**src/rtl/morse_pkg.sv**
```systemverilog
// Shared types and timing constants for the Morse keyer: the ROM code word,
// the keyer state encoding, element/gap lengths in units, and ASCII case folding.
package morse_pkg;

    typedef struct packed {
        logic [2:0] len;
        logic [4:0] pat;
    } morse_code_t;

    localparam int unsigned DOT_UNITS  = 1;
    localparam int unsigned DASH_UNITS = 3;
    localparam int unsigned EGAP_UNITS = 1;
    localparam int unsigned CGAP_UNITS = 3;
    localparam int unsigned WGAP_UNITS = 4;

    localparam logic [7:0] ASCII_SPACE = 8'h20;

    typedef enum logic [2:0] {
        IDLE,
        MARK,
        EGAP,
        CGAP,
        WORD_GAP
    } morse_state_t;

    function automatic logic [7:0] fold_case(input logic [7:0] c);
        return (c >= 8'h61 && c <= 8'h7A) ? c - 8'h20 : c;
    endfunction

endpackage

```
**src/rtl/morse_rom.sv**
```systemverilog
// Combinational ASCII to Morse lookup; pat is left-aligned, MSB is element 0, 1 = dash.
// Digits are present only when MORSE_KEYER_DIGITS_EN is defined; len 0 marks unsupported.
module morse_rom
    import morse_pkg::*;
(
    input  logic [7:0]  char_data,
    output morse_code_t code
);

    always_comb begin
        // NOTE: default assignment first so no path through the case infers a latch.
        code = '{len: 3'd0, pat: 5'b00000};
        case (fold_case(char_data))
            8'h41: code = '{len: 3'd2, pat: 5'b01000};
            8'h42: code = '{len: 3'd4, pat: 5'b10000};
            8'h43: code = '{len: 3'd4, pat: 5'b10100};
            8'h44: code = '{len: 3'd3, pat: 5'b10000};
            8'h45: code = '{len: 3'd1, pat: 5'b00000};
            8'h46: code = '{len: 3'd4, pat: 5'b00100};
            8'h47: code = '{len: 3'd3, pat: 5'b11000};
            8'h48: code = '{len: 3'd4, pat: 5'b00000};
            8'h49: code = '{len: 3'd2, pat: 5'b00000};
            8'h4A: code = '{len: 3'd4, pat: 5'b01110};
            8'h4B: code = '{len: 3'd3, pat: 5'b10100};
            8'h4C: code = '{len: 3'd4, pat: 5'b01000};
            8'h4D: code = '{len: 3'd2, pat: 5'b11000};
            8'h4E: code = '{len: 3'd2, pat: 5'b10000};
            8'h4F: code = '{len: 3'd3, pat: 5'b11100};
            8'h50: code = '{len: 3'd4, pat: 5'b01100};
            8'h51: code = '{len: 3'd4, pat: 5'b11010};
            8'h52: code = '{len: 3'd3, pat: 5'b01000};
            8'h53: code = '{len: 3'd3, pat: 5'b00000};
            8'h54: code = '{len: 3'd1, pat: 5'b10000};
            8'h55: code = '{len: 3'd3, pat: 5'b00100};
            8'h56: code = '{len: 3'd4, pat: 5'b00010};
            8'h57: code = '{len: 3'd3, pat: 5'b01100};
            8'h58: code = '{len: 3'd4, pat: 5'b10010};
            8'h59: code = '{len: 3'd4, pat: 5'b10110};
            8'h5A: code = '{len: 3'd4, pat: 5'b11000};
`ifdef MORSE_KEYER_DIGITS_EN
            8'h30: code = '{len: 3'd5, pat: 5'b11111};
            8'h31: code = '{len: 3'd5, pat: 5'b01111};
            8'h32: code = '{len: 3'd5, pat: 5'b00111};
            8'h33: code = '{len: 3'd5, pat: 5'b00011};
            8'h34: code = '{len: 3'd5, pat: 5'b00001};
            8'h35: code = '{len: 3'd5, pat: 5'b00000};
            8'h36: code = '{len: 3'd5, pat: 5'b10000};
            8'h37: code = '{len: 3'd5, pat: 5'b11000};
            8'h38: code = '{len: 3'd5, pat: 5'b11100};
            8'h39: code = '{len: 3'd5, pat: 5'b11110};
`endif
            default: code = '{len: 3'd0, pat: 5'b00000};
        endcase
    end

endmodule

```
**src/rtl/morse_keyer.sv**
```systemverilog
// ASCII-in, Morse-out keyer: valid/ready character intake, element/gap FSM and unit timing.
// Define MORSE_KEYER_DIGITS_EN to key digits 0-9; otherwise they pulse err like any unsupported code.
module morse_keyer
    import morse_pkg::*;
#(
    parameter int unsigned UNIT_CYCLES = 2097152
) (
    input  logic       CLK,
    input  logic       RST_N,
    input  logic [7:0] char_data,
    input  logic       char_valid,
    output logic       char_ready,
    output logic       key,
    output logic       busy,
    output logic       err
);

    localparam int CNT_W = (UNIT_CYCLES > 1) ? $clog2(UNIT_CYCLES) : 1;
    localparam logic [CNT_W-1:0] UNIT_LAST = CNT_W'(UNIT_CYCLES - 1);

    morse_state_t state, next_state;
    morse_state_t start_state;
    morse_code_t  rom_code, code_q;
    logic [2:0]   elem_idx;
    logic [CNT_W-1:0] unit_cnt;
    logic [2:0]   unit_num;
    logic [2:0]   phase_units;
    logic         tick, phase_done, gap_end, accept, is_space, cur_dash;
    logic         key_next, err_next;

    morse_rom u_rom (
        .char_data (char_data),
        .code      (rom_code)
    );

    // Decode of the offered character and current phase timing.
    always_comb begin
        is_space    = (char_data == ASCII_SPACE);
        start_state = IDLE;
        if (is_space)
            start_state = WORD_GAP;
        else if (rom_code.len != 3'd0)
            start_state = MARK;

        cur_dash    = code_q.pat[3'd4 - elem_idx];
        phase_units = 3'(EGAP_UNITS);
        case (state)
            MARK:     phase_units = cur_dash ? 3'(DASH_UNITS) : 3'(DOT_UNITS);
            EGAP:     phase_units = 3'(EGAP_UNITS);
            CGAP:     phase_units = 3'(CGAP_UNITS);
            WORD_GAP: phase_units = 3'(WGAP_UNITS);
            default:  phase_units = 3'(EGAP_UNITS);
        endcase

        tick       = (unit_cnt == UNIT_LAST);
        phase_done = tick && (unit_num == phase_units - 3'd1) && (state != IDLE);
        gap_end    = phase_done && (state == CGAP || state == WORD_GAP);
        accept     = char_valid && char_ready;
    end

    always_ff @(posedge CLK or negedge RST_N) begin
        if (!RST_N)
            state <= IDLE;
        else
            // NOTE: non-blocking for every flop so all registers update from pre-edge values.
            state <= next_state;
    end

    always_comb begin
        next_state = state;
        case (state)
            IDLE:     if (accept) next_state = start_state;
            MARK:     if (phase_done)
                          next_state = (elem_idx + 3'd1 < code_q.len) ? EGAP : CGAP;
            EGAP:     if (phase_done) next_state = MARK;
            CGAP,
            WORD_GAP: if (phase_done) next_state = accept ? start_state : IDLE;
            default:  next_state = IDLE;
        endcase
    end

    // Ready also covers the last gap cycle so a waiting character follows with no idle cycle.
    always_comb begin
        char_ready = (state == IDLE) || gap_end;
        busy       = (state != IDLE);
        key_next   = (next_state == MARK);
        err_next   = accept && !is_space && (rom_code.len == 3'd0);
    end

    always_ff @(posedge CLK or negedge RST_N) begin
        if (!RST_N) begin
            key <= 1'b0;
            err <= 1'b0;
        end else begin
            key <= key_next;
            err <= err_next;
        end
    end

    always_ff @(posedge CLK or negedge RST_N) begin
        if (!RST_N) begin
            code_q   <= '{len: 3'd0, pat: 5'b00000};
            elem_idx <= 3'd0;
        end else if (accept && start_state == MARK) begin
            code_q   <= rom_code;
            elem_idx <= 3'd0;
        end else if (state == MARK && phase_done) begin
            elem_idx <= elem_idx + 3'd1;
        end
    end

    // Both counters restart at every phase boundary so each phase is a whole number of units.
    always_ff @(posedge CLK or negedge RST_N) begin
        if (!RST_N) begin
            unit_cnt <= '0;
            unit_num <= 3'd0;
        end else begin
            if (state == IDLE || tick)
                unit_cnt <= '0;
            else
                unit_cnt <= unit_cnt + 1'b1;

            if (state == IDLE || phase_done)
                unit_num <= 3'd0;
            else if (tick)
                unit_num <= unit_num + 3'd1;
        end
    end

endmodule

```
**config.mk**
```make
export PLATFORM = sky130hd
export DESIGN_NAME = morse_keyer
export DESIGN_NICKNAME = d
export VERILOG_FILES = /design/src/rtl/morse_pkg.sv /design/src/rtl/morse_rom.sv /design/src/rtl/morse_keyer.sv
export SDC_FILE = /design/constraint.sdc
export NUM_CORES = 1
export LEC_CHECK = 0
export BUFFER_PORTS_ARGS = -buffer_cell sky130_fd_sc_hd__buf_2
export CORE_MARGIN = 2
export CORE_UTILIZATION = 60
export CTS_CLUSTER_SIZE = 40
export DETAILED_ROUTE_END_ITERATION = 10
export PLACE_DENSITY = 0.89
export SLEW_MARGIN = 5
export SYNTH_ARGS = -nofsm -noshare
export SYNTH_HDL_FRONTEND = slang
export SYNTH_HIERARCHICAL = 1
export SYNTH_SLANG_ARGS = --single-unit
```
**constraint.sdc**
```tcl
create_clock -name CLK -period 3.99 [get_ports CLK]
set_input_delay 0.5985 -clock CLK [delete_from_list [all_inputs] [get_ports CLK]]
set_output_delay 0.5985 -clock CLK [all_outputs]
set_load 0.02 [all_outputs]
```
# After elaboration in Yosys (flattened, before gate mapping)
# Memory sizes are Yosys's and may differ from the RTL's.
# Index checks and enable logic that the tools add are counted.
dict set report op_classes {
  n_addsub 6
  order_cmp 4
  eq_ne 9
  n_mux 20
  reduce_logical 21
}
# op n
set op_table {}
lappend op_table {{3-bit two-way mux} 10}
lappend op_table {{21-bit by 1-bit adder with 21-bit output, second input constant} 1}
lappend op_table {{21-bit == test, second input constant} 1}
lappend op_table {{21-bit two-way mux} 1}
lappend op_table {{8-bit two-way mux} 2}
lappend op_table {{3-bit case mux with 4 select lines} 1}
lappend op_table {{3-bit by 1-bit == test with 1-bit output, second input constant} 3}
lappend op_table {{1-bit logical AND} 9}
lappend op_table {{3-bit case mux with 3 select lines} 1}
lappend op_table {{8-bit by 6-bit == test with 1-bit output, second input constant} 1}
lappend op_table {{8-bit by 7-bit greater-or-equal comparator with 1-bit output, second input constant} 1}
lappend op_table {{8-bit by 7-bit <= comparator with 1-bit output, second input constant} 1}
lappend op_table {{8-bit by 6-bit subtractor with 8-bit output, second input constant} 1}
lappend op_table {{3-bit by 1-bit adder with 3-bit output, second input constant} 2}
lappend op_table {{3-bit by 2-bit == test with 1-bit output, second input constant} 2}
lappend op_table {{3-bit zero test} 2}
lappend op_table {{3-bit nonzero test} 2}
lappend op_table {{1-bit logical OR} 4}
lappend op_table {{3-bit by 4-bit < comparator with 1-bit output, second input constant} 1}
lappend op_table {{2-bit nonzero test} 2}
lappend op_table {{1-bit binary-select mux with 3-bit select} 1}
lappend op_table {{3-bit == test} 1}
lappend op_table {{3-bit == test, second input constant} 1}
lappend op_table {{3-bit < comparator} 1}
lappend op_table {{other kinds (6)} 8}
dict set report word_totals {
  reg_bits 40
  rom_bits 896
  input_bits 11
  mem_count 1
}
# name words word_bits read_ports rd_ports_with_merged_regs wr line
set mem_list {}
lappend mem_list {{(no name shown)} 128 7 1 0 0 morse_rom.sv:13} ;# case (fold_case(char_data))

# Logic depth before layout (Yosys ltp)
# Gate-level depths: netlist of run 1.
dict set report logic_depth {
  ltp_word 16
  mapped_depth 14
  mapped_depth_nobuf 13
}

# By module
# Netlist of run 1, hierarchy kept.
# module instances cells_per_inst area_per_inst_um2 seq_area_each_um2
set by_module_without_submodules {}
lappend by_module_without_submodules {morse_keyer 1 213 2189.6 1001.0}
lappend by_module_without_submodules {morse_rom 1 75 524.3 0.0}

# Least setup slack after synthesis of run 1
# OpenSTA, ideal clock, no wires.
dict set report synth_timing {
  path_kind {register -> register}
  startpoint {register elem_idx[0]}
  endpoint {register key}
  setup_ns 0.087
  arrival_ns 3.236
  path_slack_ns 0.667
  path_stages_with_launch 13
  path_cell_list {dfrtp_1 inv_1 ha_1 nor4b_1 a211oi_1 or3_1 ha_1 xor2_1 or3_2 a2111oi_4 nor2_2 a221o_1 a211oi_2}
}
dict set report synth_between {
  elab_chain_len 16
}
# element line
set synth_rtl {}
lappend synth_rtl {{from (decl)} morse_keyer.sv:24} ;# logic [2:0] elem_idx;
lappend synth_rtl {{from (signal assigned)} morse_keyer.sv:108} ;# elem_idx <= elem_idx + 3'd1;
lappend synth_rtl {{3-bit subtractor} morse_keyer.sv:45} ;# cur_dash = code_q.pat[3'd4 - elem_idx];
lappend synth_rtl {{1-bit binary-select mux with 3-bit select} morse_keyer.sv:45}
lappend synth_rtl {{1-bit two-way mux (not written as such)} morse_keyer.sv:45}
lappend synth_rtl {{2-bit two-way mux} morse_keyer.sv:48} ;# MARK: phase_units = cur_dash ? 3'(DASH_UNITS) : 3'(DOT_UNITS);
lappend synth_rtl {{3-bit case mux with 3 select lines} morse_keyer.sv:47} ;# case (state)
lappend synth_rtl {{3-bit by 1-bit subtractor with 3-bit output} morse_keyer.sv:56} ;# phase_done = tick && (unit_num == phase_units - 3'd1) && (state != IDLE);
lappend synth_rtl {{3-bit == test} morse_keyer.sv:56}
lappend synth_rtl {{1-bit logical AND (2 in a row)} morse_keyer.sv:56}
lappend synth_rtl {{1-bit logical AND} morse_keyer.sv:57} ;# gap_end = phase_done && (state == CGAP || state == WORD_GAP);
lappend synth_rtl {{1-bit logical OR} morse_keyer.sv:84} ;# char_ready = (state == IDLE) || gap_end;
lappend synth_rtl {{1-bit logical AND} morse_keyer.sv:58} ;# accept = char_valid && char_ready;
lappend synth_rtl {{3-bit two-way mux (2 in a row)} morse_keyer.sv:77} ;# WORD_GAP: if (phase_done) next_state = accept ? start_state : IDLE;
lappend synth_rtl {{3-bit case mux with 4 select lines *} morse_keyer.sv:71} ;# case (state)
lappend synth_rtl {{3-bit by 1-bit == test with 1-bit output *} morse_keyer.sv:86} ;# key_next = (next_state == MARK);
lappend synth_rtl {{named net key_next} morse_keyer.sv:29} ;# logic key_next, err_next;
lappend synth_rtl {{to (signal assigned)} morse_keyer.sv:95} ;# key <= key_next;
lappend synth_rtl {{to (decl)} morse_keyer.sv:13} ;# output logic key,
# The timed path passes the listed nets; every way through them passes the cells marked *. The select of a mux whose other input is x is not followed.
# A chain may end at the register's enable or synchronous reset.

# Worst setup path after layout of run 1
dict set report layout_timing {
  startpoint {register elem_idx[0]}
  endpoint {output port char_ready}
}
dict set report layout_between {
  elab_chain_len 11
}
# element line
set layout_rtl {}
lappend layout_rtl {{3-bit subtractor} morse_keyer.sv:45}
lappend layout_rtl {{1-bit binary-select mux with 3-bit select} morse_keyer.sv:45}
lappend layout_rtl {{1-bit two-way mux (not written as such)} morse_keyer.sv:45}
lappend layout_rtl {{2-bit two-way mux} morse_keyer.sv:48}
lappend layout_rtl {{3-bit case mux with 3 select lines} morse_keyer.sv:47}
lappend layout_rtl {{3-bit by 1-bit subtractor with 3-bit output} morse_keyer.sv:56}
lappend layout_rtl {{3-bit == test} morse_keyer.sv:56}
lappend layout_rtl {{1-bit logical AND (2 in a row)} morse_keyer.sv:56}
lappend layout_rtl {{1-bit logical AND} morse_keyer.sv:57}
lappend layout_rtl {{1-bit logical OR} morse_keyer.sv:84}
lappend layout_rtl {{to (decl)} morse_keyer.sv:12} ;# output logic char_ready,
# Every way passes these cells. The select of a mux whose other input is x is not followed.

==> results of run 1 <==
[metrics by stage]
stage / hold slack [ns] / power [mW] / worst slack (ns)
after floorplan: 0.303 / 0.809 / 0.667
after global placement: 0.469 / 0.894 / 0.548
after detailed placement: 0.478 / 0.907 / 0.442
after CTS: 0.426 / 1.17 / 0.196
after global routing: 0.472 / 1.25 / 0.0689
final: 0.406 / 1.17 / 0.247
[synthesized netlist by cell type (3+ instances only)]
library cell / instances / area, sq um
a21oi_1: 11 / 55.1
and2_1: 3 / 18.8
and3_1: 4 / 25.0
buf_4: 7 / 52.6
dfrtp_1: 40 / 1000
ha_1: 14 / 175
inv_1: 18 / 67.6
mux2_2: 8 / 90.1
mux2i_1: 8 / 80.1
nand2_1: 23 / 86.3
nand2b_1: 7 / 43.8
nand3_1: 11 / 55.1
nand3b_1: 3 / 22.5
nand4_1: 5 / 31.3
nor2_1: 37 / 139
nor3_1: 4 / 20.0
nor4_1: 3 / 18.8
o21ai_0: 9 / 45.0
xnor2_1: 13 / 114
xor2_1: 14 / 123
[final cells by class]
| class | instances | share of cell area [%] |
|---|---|---|
| sequential | 40 | 34.8 |
| clock buffer | 5 | 2.39 |
| tap | 52 | 2.26 |
| inverter | 18 | 2.35 |
| multi-input combinational | 221 | 55.1 |
| clock inverter | 3 | 0.653 |
| timing repair buffer | 14 | 2.44 |
[sequential cells by signal, indices dropped and copies added, names as in the netlist]
register / count
unit_num: 3
unit_cnt: 21
err: 1
key: 1
code_q: 8
state: 3
elem_idx: 3
[metal layers]
metal | track usage, % | up-vias
li1 | - | 1023
met1 | 27.4 | 987
met2 | 39.0 | 45
met3 | 4.22 | 8
met4 | 9.22 | 0
met5 | 0 | -
[final timing paths]
| path | slack [ns] | endpoint | cells after the start |
|---|---|---|---|
| max | 0.25 | char_ready | 12 |
| min | 0.41 | unit_cnt[6] | 1 |
| max reg2reg | 0.46 | key | 13 |
| max in group asynchronous | 3.04 | unit_cnt[17] | 1 |
| min in group CLK | 0.49 | code_q[5] | 2 |
| min reg2reg | 0.49 | code_q[5] | 2 |
[repair_timing]
action / 4_1_cts / 5_1_grt
gates resized for setup: 0 / 1
hold buffers: 0 / 0
endpoints found under the setup margin: 0 / 1
[report_power, final]
group          internal, mW  total [mW]  switching, mW
Clock                 0.122       0.265          0.143
Sequential            0.463       0.514         0.0511
Combinational         0.162       0.395          0.234
Total                 0.746        1.17          0.428
[cells by family (layout without fill, tap and decap cells)]
logic type | Yosys count | in the layout | synth area share, %
flops | 40 | 40 | 36.9
other cells | 1 | 1 | 0.138
mux | 18 | 18 | 7.93
fa+ha+maj | 14 | 14 | 6.45
compound gates | 41 | 41 | 10.6
simple gates | 120 | 120 | 24.3
buf+inv | 27 | 40 | 4.98
xor+xnor | 27 | 27 | 8.71
==> impl_metrics.json, run 1 <==
{
  "clock_sinks": 40,
  "wl_per_cell_um": 14.7,
  "clock_latency_ns": 0.30,
  "coreArea_sq_um": 4350,
  "rsz0062_at_grt": "no",
  "syn_inst": 288,
  "slowest_delay_ns": 0.44,
  "port_buffers": 14,
  "crit_type": "flip-flop to primary output",
  "final_common_cell": "dfrtp_1",
  "p_per_area_nw_per_um2": 408,
  "layout_common_cells": "dfrtp_1 (40), nor2_1 (37), nand2_1 (23)",
  "cts_buffers": 5,
  "crit_path_top_delay_cell": "dfrtp_1",
  "num_rows": 24,
  "detail_route.vias_per_cell": 5.84,
  "synth_cell_types": 55,
  "die_w_um": 71.3,
  "synth-edff-count": 0,
  "nFillCells": 331,
  "finalHoldViolCount": 0,
  "end_kind": "primary output",
  "post_cts_buffers": 0,
  "grt_max_degree": 41,
  "n_antenna_cell": 0,
  "cts.htree.levels": 2,
  "ant_nets": 0,
  "dp_hpwl_um": 3740,
  "slew_headroom_pct": 42.4,
  "final_util_pct": 66.0,
  "worstPathArrival_ns": 3.14,
  "globalplace.congestion": 0.918,
  "wl_met3_um": 150,
  "grt_pass1_wl_um": 9050,
  "min_path_type": "input pin to async pin",
  "drv_slew": 0,
  "wl_met2_um": 2610,
  "synth_area_per_cell_sq_um": 9.42,
  "drt_pass1_iterations": 4,
  "critPathLaunchType": "flip-flop",
  "crit_start": "elem_idx[0]",
  "drc": 0,
  "dieArea_sq_um": 5080,
  "cp_max_fo": 5,
  "cp.required_ns": 3.39,
  "start_util_pct": 62.3,
  "finalCritPeriodShare_pct": 93.8,
  "setup_tns_ns": 0,
  "leakage_nw": 1.34,
  "cts-root-buf": "clkbuf_8",
  "grt_pass1_vias": 2103,
  "crit_chain": "inv_1 -> ha_1 -> xnor2_1 -> nor4b_2 -> a211oi_1 -> or3_1 -> ha_1 -> xor2_1 -> mux2_2 -> nand4_2 -> nand2_1 -> buf_2",
  "drive_gt1_share_pct": 15.3,
  "maxCapViolCount": 0,
  "antenna_found_initial": 0,
  "multi_input_area_sq_um": 1580,
  "cts_buffer_depth": 2,
  "finalSetupViolCount": 0,
  "yosys_warnings": 6,
  "post_dp_cell_area_sq_um": 2780,
  "top_layer_used": "met4",
  "ys.flop_type": "dfrtp_1",
  "syn_to_final_growth_pct": 5.95,
  "regArea_sq_um": 1000,
  "vias": 2063,
  "netlist_area_sq_um": 2710,
  "dp.cells": 345,
  "path_buf_inv": 2,
  "critical_path.most_common_cell": "ha_1",
  "synth-seq-cells": 40,
  "syn-num-nets": 313,
  "track_usage_pct": 22.5,
  "io_pins": 15,
  "status": "finished clean",
  "fin_nets": 325,
  "clk_pin_slew_ns": 0.08,
  "stdcell_count": 353,
  "drtIter0Drc": 148,
  "critical-path-top-delay-family": "simple AND/OR/NAND/NOR gates",
  "gr-total-overflow": 0,
  "die_h_um": 71.3,
  "final_cell_area_sq_um": 2880,
  "r2r-start": "elem_idx[0]",
  "cts_tree": "yes",
  "worst_pin_slew_ns": 0.864,
  "fin_skew_ns": 0.0101,
  "synth_seq_area_share_pct": 36.9,
  "period_minus_slack_ns": 3.74,
  "fmax_mhz": 267,
  "vdd_drop_max_mv": 0.173,
  "async_flop_share_pct": 100,
  "totalWireLength_um": 5180,
  "met1_length_um": 2340
}
No activity file was read; power rests on OpenSTA's default activity.
==> run 2: changes to the inputs <==
--- a/config.mk
+++ b/config.mk
@@ -5,12 +5,13 @@
 export SDC_FILE = /design/constraint.sdc
 export NUM_CORES = 1
 export LEC_CHECK = 0
+export ABC_AREA = 1
 export BUFFER_PORTS_ARGS = -buffer_cell sky130_fd_sc_hd__buf_2
 export CORE_MARGIN = 2
 export CORE_UTILIZATION = 60
 export CTS_CLUSTER_SIZE = 40
 export DETAILED_ROUTE_END_ITERATION = 10
-export PLACE_DENSITY = 0.89
+export PLACE_DENSITY = 0.88
 export SLEW_MARGIN = 5
 export SYNTH_ARGS = -nofsm -noshare
 export SYNTH_HDL_FRONTEND = slang
==> impl_metrics.json, run 2 <==
{
  "cts.htree.levels": 2,
  "post_dp_cell_area_sq_um": 2940,
  "layout_common_cells": "nand2_1 (93), inv_1 (65), nor2_1 (53)",
  "worst_pin_slew_ns": 0.870,
  "regMostFlops": "unit_cnt",
  "reg.largest.list": "unit_cnt: 21 flops, code_q: 8 flops",
  "coreArea_sq_um": 4660,
  "antenna_found_initial": 0,
  "cts_resized": 0,
  "vdd_drop_max_mv": 0.165,
  "final_cell_area_sq_um": 3030,
  "r2r_cells": 18,
  "synth_area_per_cell_sq_um": 7.07,
  "cp.required_ns": 3.39,
  "clk_pin_slew_ns": 0.08,
  "end_kind": "primary output",
  "fin_nets": 444,
  "netlist_area_sq_um": 2870,
  "grt_pass1_vias": 2282,
  "die_h_um": 73.2,
  "totalWireLength_um": 5620,
  "synth_common_cells": "nand2_1 (93), inv_1 (65), nor2_1 (53)",
  "fin_skew_ns": 0.00864,
  "ant_nets": 0,
  "finalCritPeriodShare_pct": 89.2,
  "synth-seq-cells": 40,
  "io_pins": 15,
  "status": "finished clean",
  "rsz0062_at_grt": "no",
  "setup_tns_ns": 0,
  "ff2ff_setup_slack_ns": 0.84,
  "holdBufCountCts": 0,
  "slew_headroom_pct": 42.0,
  "finalSetupViolCount": 0,
  "r2r-start": "elem_idx[0]",
  "synth_cell_types": 39,
  "track_usage_pct": 23.1,
  "drc": 0,
  "cts-root-buf": "clkbuf_8",
  "cts_buffers": 5,
  "globalplace.congestion": 0.895,
  "final_common_cell": "nand2_1",
  "wl_per_cell_um": 11.9,
  "period_minus_slack_ns": 3.56,
  "drtIter0Drc": 109,
  "maxCapViolCount": 0,
  "dp_hpwl_um": 4190,
  "cts_tree": "yes",
  "detail_route.vias_per_cell": 5.34,
  "crit_type": "flip-flop to primary output",
  "dieArea_sq_um": 5350,
  "syn-num-nets": 431,
  "r2r_end": "code_q[5]",
  "drt_pass1_iterations": 5,
  "clock_latency_ns": 0.29,
  "synth-edff-count": 0,
  "finalHoldViolCount": 0,
  "cp_max_fo": 6,
  "p_per_area_nw_per_um2": 362,
  "syn_to_final_growth_pct": 5.67,
  "largest_reg_flops": 21,
  "syn_inst": 406,
  "yosys_warnings": 6,
  "grt_pass1_wl_um": 9780,
  "synth_largest_area_cell": "dfrtp_1",
  "clock_sinks": 40,
  "setup_slack_ns": 0.430,
  "gr-total-overflow": 0,
  "cts_buffer_depth": 2,
  "start_util_pct": 61.6,
  "synth_seq_area_share_pct": 34.9,
  "worstPathArrival_ns": 2.96,
  "min_path_type": "input pin to async pin",
  "synth_top_area_share_pct": 34.9,
  "synth.area.top_cells": "dfrtp_1 (35%), nand2_1 (12%), inv_1 (8.5%), nor2_1 (6.9%), ha_1 (6.1%)",
  "die_w_um": 73.2,
  "async_flop_share_pct": 100,
  "ys.flop_type": "dfrtp_1",
  "fmax_mhz": 281,
  "leakage_nw": 1.55,
  "post_cts_buffers": 0,
  "num_rows": 25,
  "drv_slew": 0,
  "drive_gt1_share_pct": 12.6,
  "grt_max_degree": 41,
  "hold-worst-slack_ns": 0.413,
  "nFillCells": 390,
  "port_buffers": 14,
  "vias": 2530,
  "n_antenna_cell": 0,
  "yosysMostFrequentCell": "nand2_1",
  "post-place-ws_ns": 0.741,
  "critPathLaunchType": "flip-flop"
}
## run 2: changes by cell type in the layout (fill, tap and decap cells not counted), moves of 8 or more
cell | before | now
nor2_1 | 37 | 53
mux2i_1 | 8 | 0
inv_1 | 18 | 65
xor2_1 | 14 | 6
mux2_2 | 8 | 0
nand3_1 | 11 | 26
o21ai_0 | 9 | 21
xnor2_1 | 13 | 4
nand2_1 | 23 | 93
## run 2: worst max-delay path by stage
stage	from	endpoint	slack, ns	depth (start not counted)
floorplan	elem_idx[0]	char_ready	0.95	13
global placement	elem_idx[0]	char_ready	1.01	14
detailed placement	elem_idx[0]	char_ready	0.74	14
CTS	elem_idx[0]	char_ready	0.43	14
global route	elem_idx[0]	char_ready	0.11	14
finish	elem_idx[0]	char_ready	0.43	14
## run 2: layer usage
metal	vias to the layer above	track usage, %	wire [um]
met5	-	0	0
met4	0	6.79	55
met3	4	4.56	207
met2	62	39.2	2810
met1	1168	29.6	2540
li1	1296	-	-
## run 2: final cells by class
class	count	area, sq um	share of cell area (%)
tap	54	67.6	2.23
clock buffer	7	86.3	2.85
sequential	40	1000	33.0
timing repair buffer	14	70.1	2.31
multi-input combinational	285	1520	50.2
clock inverter	1	7.51	0.248
inverter	73	278	9.16
## run 2: worst max-delay path: stages (launching register included)
cell and delay [ns]:
dfrtp_1 0.43, inv_1 0.12, ha_1 0.35, inv_1 0.08, nor2_1 0.10, o21ai_0 0.09, a21boi_0 0.22, o21ai_0 0.16
ha_1 0.31, xor2_1 0.14, nand2_1 0.08, a21oi_2 0.17, nand2_4 0.09, o21ai_0 0.13, buf_2 0.18
## run 2: report_power, final
| part | total [mW] | internal [mW] | switching [mW] |
|---|---|---|---|
| logic | 0.335 | 0.100 | 0.235 |
| clock network | 0.282 | 0.141 | 0.141 |
| registers | 0.480 | 0.451 | 0.0297 |
## run 2: cell families (layout without fill, tap and decap cells)
logic type / count (synthesis) / in the layout / synth area share (%)
AO/OA/AOI/OAI: 48 / 48 / 10.2
flip-flops: 40 / 40 / 34.9
other: 1 / 1 / 0.131
buffers and inverters: 81 / 95 / 12.1
adder cells (fa/ha/maj): 14 / 14 / 6.11
XOR/XNOR: 10 / 10 / 3.05
AND/OR/NAND/NOR: 212 / 212 / 33.6
## run 2: stage by stage
| stage | utilization, % | total power, mW | cells |
|---|---|---|---|
| floorplan | - | 0.739 | 406 |
| global placement | 63.0 | 0.807 | 466 |
| detailed placement | 63.0 | 0.822 | 466 |
| CTS | 65.0 | 1.10 | 474 |
| global route | 65.0 | 1.17 | 474 |
| finish | 65.0 | 1.10 | 474 |
==> run 3: changes to the inputs <==
--- a/config.mk
+++ b/config.mk
@@ -11,9 +11,8 @@
 export CORE_UTILIZATION = 60
 export CTS_CLUSTER_SIZE = 40
 export DETAILED_ROUTE_END_ITERATION = 10
-export PLACE_DENSITY = 0.88
+export PLACE_DENSITY = 0.89
 export SLEW_MARGIN = 5
 export SYNTH_ARGS = -nofsm -noshare
 export SYNTH_HDL_FRONTEND = slang
-export SYNTH_HIERARCHICAL = 1
 export SYNTH_SLANG_ARGS = --single-unit
==> impl_metrics.json, run 3 <==
{
  "vdd_drop_max_mv": 0.161,
  "num_rows": 24,
  "min_path_type": "input pin to async pin",
  "finalHoldViolCount": 0,
  "port_buffers": 14,
  "totalWireLength_um": 5460,
  "ff2ff_setup_slack_ns": 0.95,
  "synth_area_per_cell_sq_um": 7.51,
  "maxCapViolCount": 0,
  "clk_pin_slew_ns": 0.08,
  "critPathLaunchType": "flip-flop",
  "wl_per_cell_um": 12.8,
  "rsz0062_at_grt": "no",
  "grt_pass1_wl_um": 9430,
  "synth_common_cells": "nand2_1 (89), nor2_1 (48), dfrtp_1 (39)",
  "pwr-share-seq_pct": 49.7,
  "p_int_uw": 601,
  "coreArea_sq_um": 4350,
  "globalplace.congestion": 0.924,
  "cts_tree": "yes",
  "holdBufCountCts": 0,
  "worst_pin_slew_ns": 0.841,
  "cp_max_fo": 6,
  "fin_skew_ns": 0.00391,
  "cts-root-buf": "clkbuf_8",
  "end_kind": "primary output",
  "n_antenna_cell": 0,
  "netlist_area_sq_um": 2700,
  "crit_path_top_delay_cell": "dfrtp_1",
  "yosys_warnings": 0,
  "die_h_um": 71.0,
  "ys.flop_type": "dfrtp_1",
  "fin_nets": 401,
  "status": "finished clean",
  "grt_pass1_vias": 2188,
  "crit_type": "flip-flop to primary output",
  "period_minus_slack_ns": 3.59,
  "synth.area.top_cells": "dfrtp_1 (36%), nand2_1 (12%), ha_1 (7.0%), nor2_1 (6.7%), inv_1 (4.9%)",
  "drv_slew": 0,
  "drt_pass1_iterations": 5,
  "antenna_found_initial": 0,
  "final_common_cell": "nand2_1",
  "crit_chain": "inv_1 -> ha_1 -> inv_1 -> nor2_1 -> o21ai_0 -> a21boi_0 -> o21bai_1 -> ha_1 -> xor2_1 -> nand2_1 -> nor2_2 -> nand2_2 -> a21boi_0 -> buf_2",
  "drc": 0,
  "largest_reg_flops": 21,
  "slowest_delay_ns": 0.45,
  "nFillCells": 363,
  "dieArea_sq_um": 5040,
  "async_flop_share_pct": 100,
  "fmax_mhz": 278,
  "clkPwrFrac_pct": 41.9,
  "track_usage_pct": 23.6,
  "finalSetupViolCount": 0,
  "synth-seq-cells": 39,
  "drtIter0Drc": 170,
  "switching_share_pct": 24.3,
  "leakage_nw": 1.59,
  "reg.largest.list": "unit_cnt: 21 flops, code_q: 7 flops",
  "grt_max_degree": 40,
  "r2r_end": "code_q[1]",
  "synth-edff-count": 0,
  "p_switching_uw": 193,
  "finalCritPeriodShare_pct": 90.1,
  "cts.htree.levels": 2,
  "detail_route.vias_per_cell": 5.45,
  "cts_resized": 0,
  "regMostFlops": "unit_cnt",
  "dp_hpwl_um": 4160,
  "synth_cell_types": 37,
  "cts_buffer_depth": 2,
  "p_per_area_nw_per_um2": 273,
  "r2r_cells": 18,
  "layout_common_cells": "nand2_1 (89), nor2_1 (48), dfrtp_1 (39)",
  "clock_sinks": 39,
  "ant_nets": 0,
  "cp.required_ns": 3.39,
  "vias": 2332,
  "synth_largest_area_cell": "dfrtp_1",
  "worstPathArrival_ns": 3.00,
  "setup_tns_ns": 0,
  "syn-num-nets": 385,
  "yosysMostFrequentCell": "nand2_1",
  "io_pins": 15,
  "syn_inst": 359,
  "drive_gt1_share_pct": 16.8,
  "die_w_um": 71.0,
  "clock_latency_ns": 0.30,
  "cts_buffers": 5,
  "start_util_pct": 61.9,
  "pwr-share-comb_pct": 8.3,
  "hold-worst-slack_ns": 0.398,
  "gr-total-overflow": 0,
  "synth_seq_area_share_pct": 36.2,
  "r2r-start": "elem_idx[0]",
  "synth_top_area_share_pct": 36.2,
  "slew_headroom_pct": 43.9,
  "syn_to_final_growth_pct": 7.85,
  "post_cts_buffers": 0
}
## run 3: cell types whose count changed after synthesis, moves of 3 or more
cell	previous run	this run
nand2_1	93	89
a21oi_1	9	12
buf_6	4	1
o21ai_2	7	0
inv_1	65	35
nand4_1	8	4
nor3_1	11	7
nand3_1	26	23
nor2_2	2	9
o21ai_0	21	9
inv_2	6	11
nor2_1	53	48
xor2_1	6	12
nor2_4	2	6
## run 3: worst max-delay path by stage
stage	start	endpoint	slack, ns
6_report	elem_idx[0]	char_ready	0.40
5_1_grt	elem_idx[0]	char_ready	0.14
4_1_cts	elem_idx[0]	char_ready	0.38
3_5_place_dp	elem_idx[0]	char_ready	0.88
3_3_place_gp	elem_idx[0]	char_ready	1.0
2_1_floorplan	elem_idx[0]	char_ready	0.90
## run 3: logic make-up (layout without fill, tap and decap cells)
group | after synthesis | count (layout) | share of synthesized area [%]
AND/OR/NAND/NOR | 203 | 203 | 36.4
buffers and inverters | 52 | 69 | 7.89
flip-flops | 39 | 39 | 36.2
AO/OA/AOI/OAI | 34 | 34 | 7.38
XOR/XNOR | 16 | 16 | 5.20
adder cells (fa/ha/maj) | 15 | 15 | 6.96
## run 3: worst max-delay path, delay by kind of cell (launching register included)
kind	cells	cell delay [ns]
compound gates	4	0.56
xor+xnor	1	0.15
buf+inv	3	0.37
fa+ha+maj	2	0.66
simple gates	4	0.51
flops	1	0.45
## run 3: per-layer routing
metal  vias to the layer above  wire [um]  global-route usage, %
met5                         -          0                      0
met4                         0        193                   10.9
met3                        17        214                   4.27
met2                        59       2750                   39.7
met1                      1084       2310                   29.5
li1                       1172          -                      -
## run 3: layout make-up
class                   instances  area (sq um)  area share (%)
multi-input cells             268          1510            51.8
flip-flops and latches         39           976            33.6
inverters                      47           176            6.07
repair buffers                 14          70.1            2.41
clock buffers                   5          68.8            2.37
well taps                      52          65.1            2.24
clock inverters                 3          43.8            1.51
## run 3: power by group through the flow
stage	registers [mW]	logic (mW)	clock network, mW
final	0.395	0.0661	0.333
after global routing	0.395	0.0751	0.353
after CTS	0.395	0.0663	0.336
after detailed placement	0.403	0.0661	0
after global placement	0.403	0.0650	0
after floorplan	0.403	0.0449	0
## run 3: metrics by stage
stage	cells	power (mW)	area [sq um]	utilization, %	setup WS, ns
6_report	428	0.794	2910	66.8	0.395
5_1_grt	428	0.823	2910	66.8	0.144
4_1_cts	428	0.797	2910	66.8	0.383
3_5_place_dp	420	0.469	2790	64.2	0.884
3_3_place_gp	420	0.468	2790	64.2	0.999
2_1_floorplan	359	0.448	2700	-	0.899
